**config.mk**
```make
export PLATFORM = sky130hd
export DESIGN_NAME = game_timer_ctrl_flat
export DESIGN_NICKNAME = d
export VERILOG_FILES = /design/src/rtl/game_timer_ctrl_if.sv /design/src/rtl/game_timer_ctrl.sv /design/src/flat_wrapper.sv
export SDC_FILE = /design/constraint.sdc
export NUM_CORES = 1
export LEC_CHECK = 0
export ABC_AREA = 1
export BUFFER_PORTS_ARGS = -buffer_cell sky130_fd_sc_hd__buf_4
export CELL_PAD_IN_SITES_DETAIL_PLACEMENT = 0
export CELL_PAD_IN_SITES_GLOBAL_PLACEMENT = 1
export CORE_ASPECT_RATIO = 0.7
export CORE_MARGIN = 2
export CORE_UTILIZATION = 40
export DETAILED_ROUTE_END_ITERATION = 10
export PLACE_DENSITY = 0.72
export SYNTH_ARGS = -nofsm -noshare
export SYNTH_HDL_FRONTEND = slang
export SYNTH_SLANG_ARGS = --single-unit
export TNS_END_PERCENT = 1
```
**constraint.sdc**
```tcl
create_clock -name clk -period 1.8 [get_ports clk]
set_clock_uncertainty 0.05 [all_clocks]
set_input_delay 0.36 -clock clk [delete_from_list [all_inputs] [get_ports clk]]
set_output_delay 0.36 -clock clk [all_outputs]
set_load 0.005 [all_outputs]
```
**src/rtl/game_timer_ctrl_if.sv**
```systemverilog
// rtl/game_timer_ctrl_if.sv - button, counter-chain and status signals of the game timer control stage
interface game_timer_ctrl_if;
   logic       pb_start_raw;
   logic       pb_clear_raw;
   logic       chain_cout;
   logic       cnt_en;
   logic       pb_clear_op;
   logic       running;
   logic       done;
   logic [1:0] state;

   // master drives the buttons and the chain carry-out; slave is the control stage
   modport master (
      output pb_start_raw, pb_clear_raw, chain_cout,
      input  cnt_en, pb_clear_op, running, done, state
   );
   modport slave (
      input  pb_start_raw, pb_clear_raw, chain_cout,
      output cnt_en, pb_clear_op, running, done, state
   );
endinterface

```
**src/rtl/game_timer_ctrl.sv**
```systemverilog
// rtl/game_timer_ctrl.sv - button debounce, pulse generation and IDLE/RUN/PAUSE/DONE timer control
module game_timer_ctrl #(
   parameter int TICK_DIV = 50_000_000,
   parameter int DB_DIV   = 100_000,
   parameter int DB_LEN   = 4
) (
   input  logic             clk,
   input  logic             rst_n,
   game_timer_ctrl_if.slave io
);
   localparam int TW = (TICK_DIV > 1) ? $clog2(TICK_DIV) : 1;
   localparam int DW = (DB_DIV > 1) ? $clog2(DB_DIV) : 1;
   localparam logic [TW-1:0] TICK_LAST = TW'(TICK_DIV - 1);
   localparam logic [DW-1:0] DB_LAST   = DW'(DB_DIV - 1);

   typedef enum logic [1:0] {
      S_IDLE  = 2'b00,
      S_RUN   = 2'b01,
      S_PAUSE = 2'b10,
      S_DONE  = 2'b11
   } state_t;

   // bit 0 carries the start button, bit 1 the clear button
   logic [1:0]        sync1;
   logic [1:0]        sync2;
   logic [DW-1:0]     db_cnt;
   logic              db_strobe;
   logic [DB_LEN-1:0] sh_start;
   logic [DB_LEN-1:0] sh_clear;
   logic [1:0]        lvl_q;
   logic [1:0]        lvl_nxt;
   logic [1:0]        pulse_q;
   logic              start_p;
   logic              clear_p;

   state_t            state_q;
   state_t            state_d;
   logic [TW-1:0]     pre_q;
   logic [TW-1:0]     pre_d;
   logic              tick_last;

   // two-flop synchronisers for the asynchronous raw buttons
   always_ff @(posedge clk or negedge rst_n) begin
      if (!rst_n) begin
         sync1 <= '0;
         sync2 <= '0;
      end else begin
         sync1 <= {io.pb_clear_raw, io.pb_start_raw};
         sync2 <= sync1;
      end
   end

   assign db_strobe = (db_cnt == DB_LAST);

   // sample prescaler: one strobe every DB_DIV cycles
   always_ff @(posedge clk or negedge rst_n) begin
      if (!rst_n) begin
         db_cnt <= '0;
      end else if (db_strobe) begin
         db_cnt <= '0;
      end else begin
         db_cnt <= db_cnt + DW'(1);
      end
   end

   // debounce history: shift the synchronised level in on each strobe
   always_ff @(posedge clk or negedge rst_n) begin
      if (!rst_n) begin
         sh_start <= '0;
         sh_clear <= '0;
      end else if (db_strobe) begin
         sh_start <= {sh_start[DB_LEN-2:0], sync2[0]};
         sh_clear <= {sh_clear[DB_LEN-2:0], sync2[1]};
      end
   end

   // debounced level changes only on a full run of equal samples
   always_comb begin
      lvl_nxt = lvl_q;
      if (&sh_start) begin
         lvl_nxt[0] = 1'b1;
      end else if (~|sh_start) begin
         lvl_nxt[0] = 1'b0;
      end
      if (&sh_clear) begin
         lvl_nxt[1] = 1'b1;
      end else if (~|sh_clear) begin
         lvl_nxt[1] = 1'b0;
      end
   end

   // registered debounced levels and their one-cycle rising-edge pulses
   always_ff @(posedge clk or negedge rst_n) begin
      if (!rst_n) begin
         lvl_q   <= '0;
         pulse_q <= '0;
      end else begin
         lvl_q   <= lvl_nxt;
         pulse_q <= lvl_nxt & ~lvl_q;
      end
   end

   assign start_p   = pulse_q[0];
   assign clear_p   = pulse_q[1];
   assign tick_last = (pre_q == TICK_LAST);

   // state and tick prescaler registers
   always_ff @(posedge clk or negedge rst_n) begin
      if (!rst_n) begin
         state_q <= S_IDLE;
         pre_q   <= '0;
      end else begin
         state_q <= state_d;
         pre_q   <= pre_d;
      end
   end

   // next state: clear beats everything, end of game beats a start press
   always_comb begin
      state_d = state_q;
      pre_d   = pre_q;
      if (clear_p) begin
         state_d = S_IDLE;
         pre_d   = '0;
      end else begin
         if (state_q == S_RUN) begin
            pre_d = tick_last ? '0 : pre_q + TW'(1);
         end
         case (state_q)
            S_IDLE: begin
               if (start_p) begin
                  state_d = S_RUN;
                  pre_d   = '0;
               end
            end
            S_RUN: begin
               if (io.chain_cout) begin
                  state_d = S_DONE;
               end else if (start_p) begin
                  state_d = S_PAUSE;
               end
            end
            S_PAUSE: begin
               if (start_p) begin
                  state_d = S_RUN;
               end
            end
            default: begin
            end
         endcase
      end
   end

   assign io.cnt_en      = (state_q == S_RUN) && tick_last && !clear_p;
   assign io.pb_clear_op = clear_p;
   assign io.running     = (state_q == S_RUN);
   assign io.done        = (state_q == S_DONE);
   assign io.state       = state_q;

endmodule

```
**src/flat_wrapper.sv**
```systemverilog
// flat-port wrapper written by rule: the top's interface ports become plain ports
module game_timer_ctrl_flat 
#(
   parameter int TICK_DIV = 50_000_000,
   parameter int DB_DIV   = 100_000,
   parameter int DB_LEN   = 4
)
  (clk, rst_n, io_pb_start_raw, io_pb_clear_raw, io_chain_cout, io_cnt_en, io_pb_clear_op, io_running, io_done, io_state);
  game_timer_ctrl_if io_i ();
  input  logic clk;
  input  logic rst_n;
  input wire logic [$bits(io_i.pb_start_raw)-1:0] io_pb_start_raw;
  input wire logic [$bits(io_i.pb_clear_raw)-1:0] io_pb_clear_raw;
  input wire logic [$bits(io_i.chain_cout)-1:0] io_chain_cout;
  output wire logic [$bits(io_i.cnt_en)-1:0] io_cnt_en;
  output wire logic [$bits(io_i.pb_clear_op)-1:0] io_pb_clear_op;
  output wire logic [$bits(io_i.running)-1:0] io_running;
  output wire logic [$bits(io_i.done)-1:0] io_done;
  output wire logic [$bits(io_i.state)-1:0] io_state;
  assign io_i.pb_start_raw = io_pb_start_raw;
  assign io_i.pb_clear_raw = io_pb_clear_raw;
  assign io_i.chain_cout = io_chain_cout;
  assign io_cnt_en = io_i.cnt_en;
  assign io_pb_clear_op = io_i.pb_clear_op;
  assign io_running = io_i.running;
  assign io_done = io_i.done;
  assign io_state = io_i.state;
  game_timer_ctrl #(.TICK_DIV(TICK_DIV), .DB_DIV(DB_DIV), .DB_LEN(DB_LEN)) u_core (.clk(clk), .rst_n(rst_n), .io(io_i));
endmodule
```
==> metrics.md, run 1 <==
| Metric | Value |
|---|---|
| Slew Viols, Final | `0` |
| Peak VDD IR | `0.6036 mV` |
| Lkg Pwr | `1.969 nW` |
| Post-synth ARST share | `1.000` |
| Die Wd | `112.2 microns` |
| Fin nets | `458` |
| RSZ-0062 raised after global routing | `yes` |
| Most used cell, CP | `nor2_4` |
| WS Path Type | `reg2out` |
| Final hold vios | `0` |
| Gpl congestion | `0.8413` |
| Metal3 WL | `384 microns` |
| Critical Path AT | `1.51 ns` |
| DP Wirelength | `5.143 mm` |
| Routed Antenna Nets | `0` |
| Number of synthesized flops with an enable pin | `0` |
| Max H-tree Level | `3` |
| Avg WL per Cell | `12.93 microns` |
| Yosys cell types | `34` |
| Top_reg_cell synth | `dfrtp_1` |
| CP max stage delay | `0.41 ns` |
| Fin crit period | `1.925 ns` |
| # diodes | `0` |
| Fill cells | `773` |
| Ys Warns | `0` |
| Synth Net Count | `408` |
| Most common cell in the netlist | `nand2_1` |
| Initial Utilization | `0.4145` |
| Overall global routing resource usage | `0.1759` |
| Min-delay worst type | `in2reg` |
| Fmax | `519.6 MHz` |
| Root Buffer | `clkbuf_16` |
| Critical Path Fanout Max | `3` |
| Final hold slack | `0.08235 ns` |
| Grt ovf | `0` |
| Final period utilization | `1.069` |
| Via count | `2668` |
| Syn Area/Cell | `8.172 sq um` |
| Logic pwr share | `0.013` |
| Share of total power in the clock network | `0.544` |
| Outcome | `finished, violations left` |
| P_sw | `0.6993 mW` |
| Failing checks | `setup timing` |
| First-pass GRT wire length | `12.03 mm` |
| Std-Cell Rows | `27` |
| Port-buffer cells | `10` |
| Die area | `8944 sq um` |
| Max-capacitance violation count | `0` |
| Total CTS buffers | `9` |
| Final instance area | `4043 sq um` |
| Initial DRT Pass Iterations | `4` |
| Bufs on Longest Clock Path | `2` |
| Top cells by count, synth | `nand2_1 (88), nor2_1 (64), dfrtp_1 (61), inv_1 (57), nand3_1 (19)` |
| Slew margin rel. | `0.7775` |
| Gate count after technology mapping | `401` |
| Setup WS post-layout | `-0.1247 ns` |
| Top Layer Used | `met4` |
| Vias in the first global route | `2356` |
| Initial antenna violation count | `0` |
| Final Setup Violations | `1` |
| Layout cells sized above 1 | `0.2368` |
| CP startpoint kind | `flop` |
| TNS Setup | `-0.1247 ns` |
| Switching share of power | `0.2250` |
| Int Pwr | `2.409 mW` |
| Post-synth top area share | `0.4658` |
| Power per cell area | `768.8 nW/um^2` |
| Vias/cell | `4.790` |
| Flop pwr share | `0.443` |
| Critical path required time | `1.39 ns` |
| Slowest CP cell | `dfrtp_1` |
| Clock Latency Late Sink | `0.33 ns` |
| IO Pins | `11` |
| Worst slew pin tran | `0.3337 ns` |
| Placement Cell Area | `3572 sq um` |
| DRC | `0` |
| Core ar. | `7905 sq um` |
| Pre-CTS setup slack | `0.04896 ns` |
| # clock sinks | `61` |
| Met2 WL | `2.614 mm` |
| Initial DRC count | `181` |
| Routed wire length | `7.200 mm` |
| Worst-path clk slew | `0.05 ns` |
| Post-synthesis register bit count | `61` |
| Largest cells by area after synthesis | `dfrtp_1 (47%), nand2_1 (10%), nor2_1 (7.3%)` |
| Pin count of the biggest net entering global routing | `42` |
| Die Y | `79.73 microns` |
| CTS tree | `built` |
| WL met1 | `4.144 mm` |
| Synthesized area | `3277 sq um` |
| Worst Setup End Kind | `primary output` |
| Crit path cell chain | `inv_2 -> nand2_2 -> nor2_4 -> nand3_2 -> nor2_4 -> nand2_4 -> nor2_2 -> buf_4` |
| Largest area contributor in the netlist | `dfrtp_1` |
| Sequential cell area fraction in the yosys report | `0.4658` |
| Area Growth Syn to Fin | `23.37%` |
==> sequential cells by signal, indices dropped and copies added, names as in the netlist <==
signal	flops
u_core.pre_q	26
u_core.db_cnt	17
u_core.sh_clear	4
u_core.sh_start	4
u_core.io.state	2
u_core.lvl_q	2
u_core.pulse_q	2
u_core.sync1	2
u_core.sync2	2
==> per-stage QoR <==
stage,cells,power (mW),util
CTS,546,3.154,0.4978
detailed placement,525,1.444,0.4519
floorplan,401,1.403,-
global placement,525,1.444,0.4519
finish,557,3.108,0.5114
global route,557,3.212,0.5114
==> metal layers <==
layer	vias to the layer above	global-route usage
met2	65	0.2151
met4	0	0.05122
met5	-	0
met1	1230	0.2838
met3	7	0.05695
li1	1366	-
==> cell type report <==
type                    count  area (sq um)  area share
inverters                  59         224.0     0.05540
repair buffers             41         322.8     0.07985
clock inverters             5         42.54     0.01052
well taps                 101         126.4     0.03126
flip-flops and latches     61          1526      0.3776
multi-input cells         279          1548      0.3829
clock buffers              11         252.7     0.06252
==> critical path: cells and delay by family, from the launching register on <==
family / cells / cell delay, ns
buf+inv: 2 / 0.19
flops: 1 / 0.41
simple gates: 6 / 0.58
==> worst paths after layout <==
| kind | slack (ns) | start | cells after the start | end |
|---|---|---|---|---|
| worst min-delay path | 0.08 | io_pb_start_raw | 1 | u_core.sync1[0]$_DFF_PN0_ |
| min in group asynchronous | 0.42 | rst_n | 2 | u_core.pre_q[24]$_DFF_PN0_ |
| max in group asynchronous | 0.77 | rst_n | 3 | u_core.db_cnt[12]$_DFF_PN0_ |
| worst max-delay path | -0.12 | u_core.pre_q[8]$_DFF_PN0_ | 8 | io_cnt_en |
| worst max register to register | 0.14 | u_core.io.state[0]$_DFFE_PN0P_ | 9 | u_core.pre_q[19]$_DFF_PN0_ |
| worst min register to register | 0.30 | u_core.sync1[0]$_DFF_PN0_ | 0 | u_core.sync2[0]$_DFF_PN0_ |
==> cell families (layout without fill, tap and decap cells) <==
logic type,after synthesis,in the layout,synth area share
XOR/XNOR,17,17,0.04544
AND/OR/NAND/NOR,237,237,0.3597
buffers and inverters,61,116,0.07713
flip-flops,61,61,0.4658
AO/OA/AOI/OAI,23,23,0.04430
adder cells (fa/ha/maj),2,2,0.007635
==> what timing repair did <==
action | CTS | global route
buffers inserted | 4 | 11
endpoints found under the setup margin | 1 | 8
hold buffers | 1 | 0
hold endpoints to repair | 20 | 0
pin swaps | 4 | 8
gates resized for setup | 6 | 11
cloned | 0 | 0
==> power groups by stage <==
stage                     registers, mW  logic, mW  clock network [mW]
after floorplan                    1.40   0.000921                   0
after global placement             1.40     0.0420                   0
after detailed placement           1.40     0.0423                   0
after CTS                          1.38     0.0440                1.73
after global routing               1.38     0.0490                1.79
final                              1.38     0.0410                1.69
==> cell usage in the layout, fill, tap and decap left out, types with 2 or more instances in the layout <==
cell type,n
or2_2,2
nand3_2,2
xor2_1,15
nor3_2,2
dfrtp_1,61
a21oi_1,4
inv_1,54
inv_6,2
nor2_2,15
inv_2,4
nand3_1,18
nand2_1,85
nor2_1,60
nand4_1,15
o21ai_0,10
xnor2_1,2
buf_4,39
o21ai_1,2
nand2_4,4
clkinv_4,2
clkbuf_8,2
o41ai_1,2
nor2_4,9
nand3_4,2
nor3_1,14
clkbuf_16,9
nand2_2,5
(Power assumes the default switching activity.)
==> inputs of run 2 (changes only) <==
BUFFER_PORTS_ARGS = -buffer_cell sky130_fd_sc_hd__clkbuf_2   (was -buffer_cell sky130_fd_sc_hd__buf_4)
CELL_PAD_IN_SITES_DETAIL_PLACEMENT = 1   (was 0)
==> metrics.md, run 2 (synthesis results as in run 1) <==
| Metric | Value |
|---|---|
| Routed Antenna Nets | `0 (unchanged)` |
| Lkg Pwr | `1.979 nW (+0.50%)` |
| Avg WL per Cell | `15.68 microns (+21%)` |
| DP Wirelength | `5.944 mm (+16%)` |
| Initial DRT Pass Iterations | `4 (unchanged)` |
| Flop pwr share | `0.424 (-0.019)` |
| Int Pwr | `2.588 mW (+7.5%)` |
| R2R setup slack | `0.03 ns (-0.11 ns)` |
| Slew margin rel. | `0.7418 (-0.03577)` |
| Switching share of power | `0.2045 (-0.02053)` |
| Port-buffer cells | `10 (unchanged)` |
| Vias/cell | `5.036 (+5.1%)` |
| Die Y | `79.73 microns (unchanged)` |
| Std-Cell Rows | `27 (unchanged)` |
| Critical Path AT | `1.48 ns (-0.03 ns)` |
| Critical path required time | `1.39 ns (about the same)` |
| Final period utilization | `1.052 (-0.01679)` |
| Reg-to-Reg Start | `u_core.pre_q[1]$_DFF_PN0_` |
| Worst Setup End Kind | `primary output` |
| Grt ovf | `0 (unchanged)` |
| P_sw | `0.6653 mW (-4.9%)` |
| Clock Latency Late Sink | `0.33 ns (about the same)` |
| Crit. Startpoint | `u_core.pre_q[1]$_DFF_PN0_` |
| Power per cell area | `798.4 nW/um^2 (+3.9%)` |
| Fin nets | `460 (+0.44%)` |
| Peak VDD IR | `0.6390 mV (+5.9%)` |
| CTS tree | `built` |
| TNS Setup | `-0.09447 ns (+0.03022 ns)` |
| RSZ-0062 raised after global routing | `yes` |
| CP startpoint kind | `flop` |
| Final Setup Violations | `1 (unchanged)` |
| Die Wd | `112.2 microns (unchanged)` |
| Routed wire length | `8.747 mm (+21%)` |
| Fmax | `527.9 MHz (+1.6%)` |
| Initial DRC count | `116 (-36%)` |
| Root Buffer | `clkbuf_16` |
| Total CTS buffers | `9 (unchanged)` |
| Pin count of the biggest net entering global routing | `62 (+48%)` |
| Most common cell after layout, fill and taps aside | `nand2_1` |
| Max H-tree Level | `3 (unchanged)` |
| Die area | `8944 sq um (unchanged)` |
| Critical Path Fanout Max | `3 (unchanged)` |
| Initial Utilization | `0.4145 (unchanged)` |
| Most frequent cells in the layout | `nand2_1 (83), dfrtp_1 (60), nor2_1 (56)` |
| Vias in the first global route | `2971 (+26%)` |
| Pre-CTS setup slack | `0.06014 ns (+0.01118 ns)` |
| Core ar. | `7905 sq um (unchanged)` |
| Initial antenna violation count | `0 (unchanged)` |
| Share of total power in the clock network | `0.565 (+0.021)` |
| Gpl congestion | `0.8669 (+3.0%)` |
| Max FFs per register | `26 (unchanged)` |
| Fin crit period | `1.894 ns (-0.03022 ns)` |
| Layout cells sized above 1 | `0.2560 (+0.01918)` |
| Final hold vios | `0 (unchanged)` |
| Worst-path clk slew | `0.05 ns (about the same)` |
| Slew Viols, Final | `0 (unchanged)` |
| Total power | `3.254 mW (+4.7%)` |
| Top reg by flops | `u_core.pre_q` |
| IO Pins | `11 (unchanged)` |
| Failing checks | `setup timing` |
| Area Growth Syn to Fin | `24.36%` |
| Bufs on Longest Clock Path | `2 (unchanged)` |
| # clock sinks | `61 (unchanged)` |
| Hold_sp | `io_pb_clear_raw` |
| Fill cells | `980 (+27%)` |
| Largest registers | `u_core.pre_q: 26 flops, u_core.db_cnt: 17 flops` |
| Overall global routing resource usage | `0.2178 (+0.04193)` |
| Min-delay worst type | `in2reg` |
| WS Path Type | `reg2out` |
| # diodes | `0 (unchanged)` |
| Via count | `2810 (+5.3%)` |
| Max-capacitance violation count | `0 (unchanged)` |
| Outcome | `finished, violations left` |
| First-pass GRT wire length | `14.84 mm (+23%)` |
| Worst slew pin tran | `0.3844 ns (+0.05070 ns)` |
| Setup WS post-layout | `-0.09447 ns (+0.03022 ns)` |
| DRC | `0 (unchanged)` |
| Logic pwr share | `0.012 (about the same)` |
run 2: cell count changes in the layout (fill, tap and decap cells not counted), moves of 2 or more:
cell | before | now
nand2_2 | 5 | 7
nand2_1 | 85 | 83
clkbuf_2 | 0 | 9
nor2_2 | 15 | 18
inv_6 | 2 | 0
bufinv_16 | 0 | 2
nor2_1 | 60 | 56
buf_4 | 39 | 31
clkbuf_8 | 2 | 0
run 2: final timing paths:
path                                         endpoint  cells after the start
setup / recovery                            io_cnt_en                      8
hold / removal              u_core.sync1[1]$_DFF_PN0_                      1
setup reg to reg           u_core.pre_q[21]$_DFF_PN0_                     10
hold reg to reg             u_core.sync2[0]$_DFF_PN0_                      0
max in group asynchronous  u_core.pre_q[17]$_DFF_PN0_                      3
min in group asynchronous  u_core.pre_q[14]$_DFF_PN0_                      3
run 2: layout make-up:
class / instances / area, sq um / area share
clock buffer: 9 / 225.2 / 0.05527
clock inverter: 6 / 88.84 / 0.02180
sequential: 61 / 1528 / 0.3749
timing repair buffer: 43 / 312.8 / 0.07676
inverter: 59 / 226.5 / 0.05557
multi-input combinational: 279 / 1568 / 0.3847
tap: 101 / 126.4 / 0.03101
run 2: stage by stage:
stage	instances	cell area [sq um]	utilization	hold slack (ns)
6_report	558	4075	0.5155	0.08143
3_5_place_dp	528	3570	0.4516	0.2871
4_1_cts	553	3994	0.5052	0.06955
2_1_floorplan	401	3277	-	0.01441
3_3_place_gp	528	3570	0.4516	0.2828
5_1_grt	558	4075	0.5155	0.07878
run 2: metal layers:
layer / part of all wire / routed length (microns) / track usage
met5: 0 / 0 / 0
met4: 0.013 / 115 / 0.07561
met3: 0.041 / 361 / 0.06530
met2: 0.43 / 3775 / 0.3175
met1: 0.51 / 4495 / 0.3085
run 2: worst max-delay path, stage by stage (launching register included):
cell     delay (ns)
dfrtp_1        0.39
ha_4           0.16
nand2_4        0.07
nor2_8         0.10
nand2_4        0.07
nor2_4         0.11
nand2_4        0.07
nor2_2         0.07
buf_2          0.11
run 2: repair_timing:
action	4_1_cts	5_1_grt
setup buffers	9	5
endpoints found under the hold margin	34	0
hold buffers	1	0
resized for setup	10	18
pin swaps	9	6
setup endpoints to repair	1	21
run 2: power by group through the flow:
stage,clock network (mW),logic [mW],registers [mW]
after floorplan,0,0.000921,1.40
after global placement,0,0.0393,1.40
after detailed placement,0,0.0393,1.40
after CTS,1.88,0.0412,1.38
after global routing,1.94,0.0442,1.38
final,1.84,0.0380,1.38
==> inputs of run 3 (changes only) <==
SKIP_LAST_GASP = 1   (was default)
clock period = 2.45 ns   (was 1.8 ns; I/O delays follow)
==> metrics.md, run 3 (synthesis results as in run 1) <==
| Metric | Value |
|---|---|
| Outcome | `completed` |
| Critical Path Fanout Max | `4 (+1)` |
| DP Wirelength | `6.065 mm (+2.0%)` |
| Int Pwr | `1.801 mW (-30%)` |
| Fmax | `432.6 MHz` |
| RSZ-0062 raised after global routing | `no` |
| Layout cells sized above 1 | `0.1549 (-0.1011)` |
| Share of total power in the clock network | `0.544 (-0.021)` |
| Final Setup Violations | `0 (-1)` |
| Slowest CP cell | `dfrtp_1` |
| Initial antenna violation count | `0 (unchanged)` |
| Routed wire length | `7.931 mm (-9.3%)` |
| Layout Cells excl Fill | `527 (-5.6%)` |
| Slew Viols, Final | `0 (unchanged)` |
| Total power | `2.280 mW (-30%)` |
| Die Wd | `112.2 microns (unchanged)` |
| Initial Utilization | `0.4145 (unchanged)` |
| Max-capacitance violation count | `0 (unchanged)` |
| Post_cts resized | `0 (-10)` |
| Largest registers | `u_core.pre_q: 26 flops, u_core.db_cnt: 17 flops` |
| Overall global routing resource usage | `0.1964 (-0.02138)` |
| Via count | `2657 (-5.4%)` |
| Core ar. | `7905 sq um (unchanged)` |
| Worst-path clk slew | `0.06 ns (about the same)` |
| Power per cell area | `611.4 nW/um^2 (-23%)` |
| Initial DRT Pass Iterations | `4 (unchanged)` |
| Crit path cell chain | `ha_1 -> nand2_1 -> nor2_8 -> nand2_4 -> nor2_4 -> nand2_4 -> nor2_1 -> clkbuf_2` |
| Final period utilization | `0.9434` |
| Largest delay share family, worst path | `simple AND/OR/NAND/NOR gates` |
| Vias in the first global route | `2705 (-9.0%)` |
| Slew margin rel. | `0.6318 (-0.1099)` |
| Reg-to-Reg Start | `u_core.db_cnt[0]$_DFF_PN0_` |
| Die area | `8944 sq um (unchanged)` |
| Clock Latency Late Sink | `0.32 ns (about the same)` |
| Die Y | `79.73 microns (unchanged)` |
| Fin nets | `429 (-6.7%)` |
| Routed Antenna Nets | `0 (unchanged)` |
| Critical path required time | `1.91 ns (+0.52 ns)` |
| Critical Path AT | `1.77 ns (+0.29 ns)` |
| Most used cell, CP | `nand2_4` |
| Avg WL per Cell | `15.05 microns (-4.0%)` |
| Top reg by flops | `u_core.pre_q` |
| P_sw | `0.4791 mW (-28%)` |
| Gpl congestion | `0.9061 (+4.5%)` |
| Switching share of power | `0.2102 (+0.005701)` |
| Bufs on Longest Clock Path | `2 (unchanged)` |
| DRC | `0 (unchanged)` |
| Total CTS buffers | `9 (unchanged)` |
| Root Buffer | `clkbuf_16` |
| WP buf/inv | `1 (unchanged)` |
| Max FFs per register | `26 (unchanged)` |
| Worst slew pin tran | `0.5477 ns (+0.1633 ns)` |
| CP max stage delay | `0.38 ns (about the same)` |
| Peak VDD IR | `0.4751 mV (-26%)` |
| Vias/cell | `5.042 (+0.12%)` |
| Pin count of the biggest net entering global routing | `24 (-61%)` |
| TNS Setup | `0 ns (+0.09447 ns)` |
| Area Growth Syn to Fin | `13.78%` |
| Most common cell after layout, fill and taps aside | `nand2_1` |
| CTS tree | `built` |
| Logic pwr share | `0.011 (about the same)` |
| # clock sinks | `61 (unchanged)` |
| Most frequent cells in the layout | `nand2_1 (88), nor2_1 (64), dfrtp_1 (61)` |
| Lkg Pwr | `1.785 nW (-9.8%)` |
| Placement Cell Area | `3437 sq um (-3.7%)` |
| # diodes | `0 (unchanged)` |
| IO Pins | `11 (unchanged)` |
| Flop pwr share | `0.444 (+0.020)` |
| Initial DRC count | `107 (-7.8%)` |
| Final instance area | `3729 sq um (-8.5%)` |
| Setup bufs post-CTS | `0 (-9)` |
| CTS hold repair buffers | `0 (-1)` |
| Port-buffer cells | `10 (unchanged)` |
| Grt ovf | `0 (unchanged)` |
| DP Cell Count | `512 (-3.0%)` |
| Max H-tree Level | `3 (unchanged)` |
| CP startpoint kind | `flop` |
| Std-Cell Rows | `27 (unchanged)` |
| First-pass GRT wire length | `13.66 mm (-7.9%)` |
| Worst Setup End Kind | `primary output` |
| WS Path Type | `reg2out` |
| Crit. Startpoint | `u_core.pre_q[0]$_DFF_PN0_` |
| Min-delay worst type | `in2async` |
| Fin crit period | `2.311 ns` |
| Final hold vios | `0 (unchanged)` |
-- run 3: cell types whose count changed in the layout (fill, tap and decap cells not counted), sizes merged --
cell / change
buf: -31
clkinv: -1
clkbuf: +2
dlygate4sd3: -1
inv: +1
bufinv: -1
-- run 3: worst paths after layout --
check                                               to  slack [ns]  cells past startpoint
min                         u_core.pre_q[16]$_DFF_PN0_        0.08                      1
max reg2reg                u_core.db_cnt[15]$_DFF_PN0_        0.66                      6
max in group asynchronous   u_core.pre_q[18]$_DFF_PN0_        1.54                      2
min reg2reg                  u_core.sync2[1]$_DFF_PN0_        0.30                      0
min in group clk             u_core.sync1[1]$_DFF_PN0_        0.22                      1
max                                          io_cnt_en        0.14                      8
-- run 3: power by group through the flow --
stage          clock network [mW]  logic (mW)  registers, mW
6_report                     1.24      0.0261           1.01
3_3_place_gp                    0      0.0277           1.03
5_1_grt                      1.32      0.0313           1.01
3_5_place_dp                    0      0.0284           1.03
4_1_cts                      1.28      0.0283           1.01
2_1_floorplan                   0    0.000677           1.03
-- run 3: through the flow --
step	hold slack [ns]	setup WS (ns)	utilization
floorplan	0.1444	0.6898	-
detailed placement	0.2889	0.4749	0.4348
global placement	0.2831	0.5317	0.4348
finish	0.07916	0.1387	0.4717
global route	0.1100	0.008398	0.4717
CTS	0.08042	0.1139	0.4717
-- run 3: routing by layer --
| metal | track usage | vias up | part of all wire |
|---|---|---|---|
| li1 | - | 1306 | - |
| met1 | 0.3023 | 1304 | 0.53 |
| met2 | 0.2753 | 42 | 0.42 |
| met3 | 0.04784 | 5 | 0.041 |
| met4 | 0.04756 | 0 | 0.0050 |
| met5 | 0 | - | 0 |
-- run 3: final cells by class --
class	instances	area (sq um)
timing repair buffer	12	65.06
sequential	61	1526
inverter	59	221.5
multi-input combinational	279	1498
clock buffer	10	229.0
fill	980	4177
tap	101	126.4
clock inverter	5	62.56
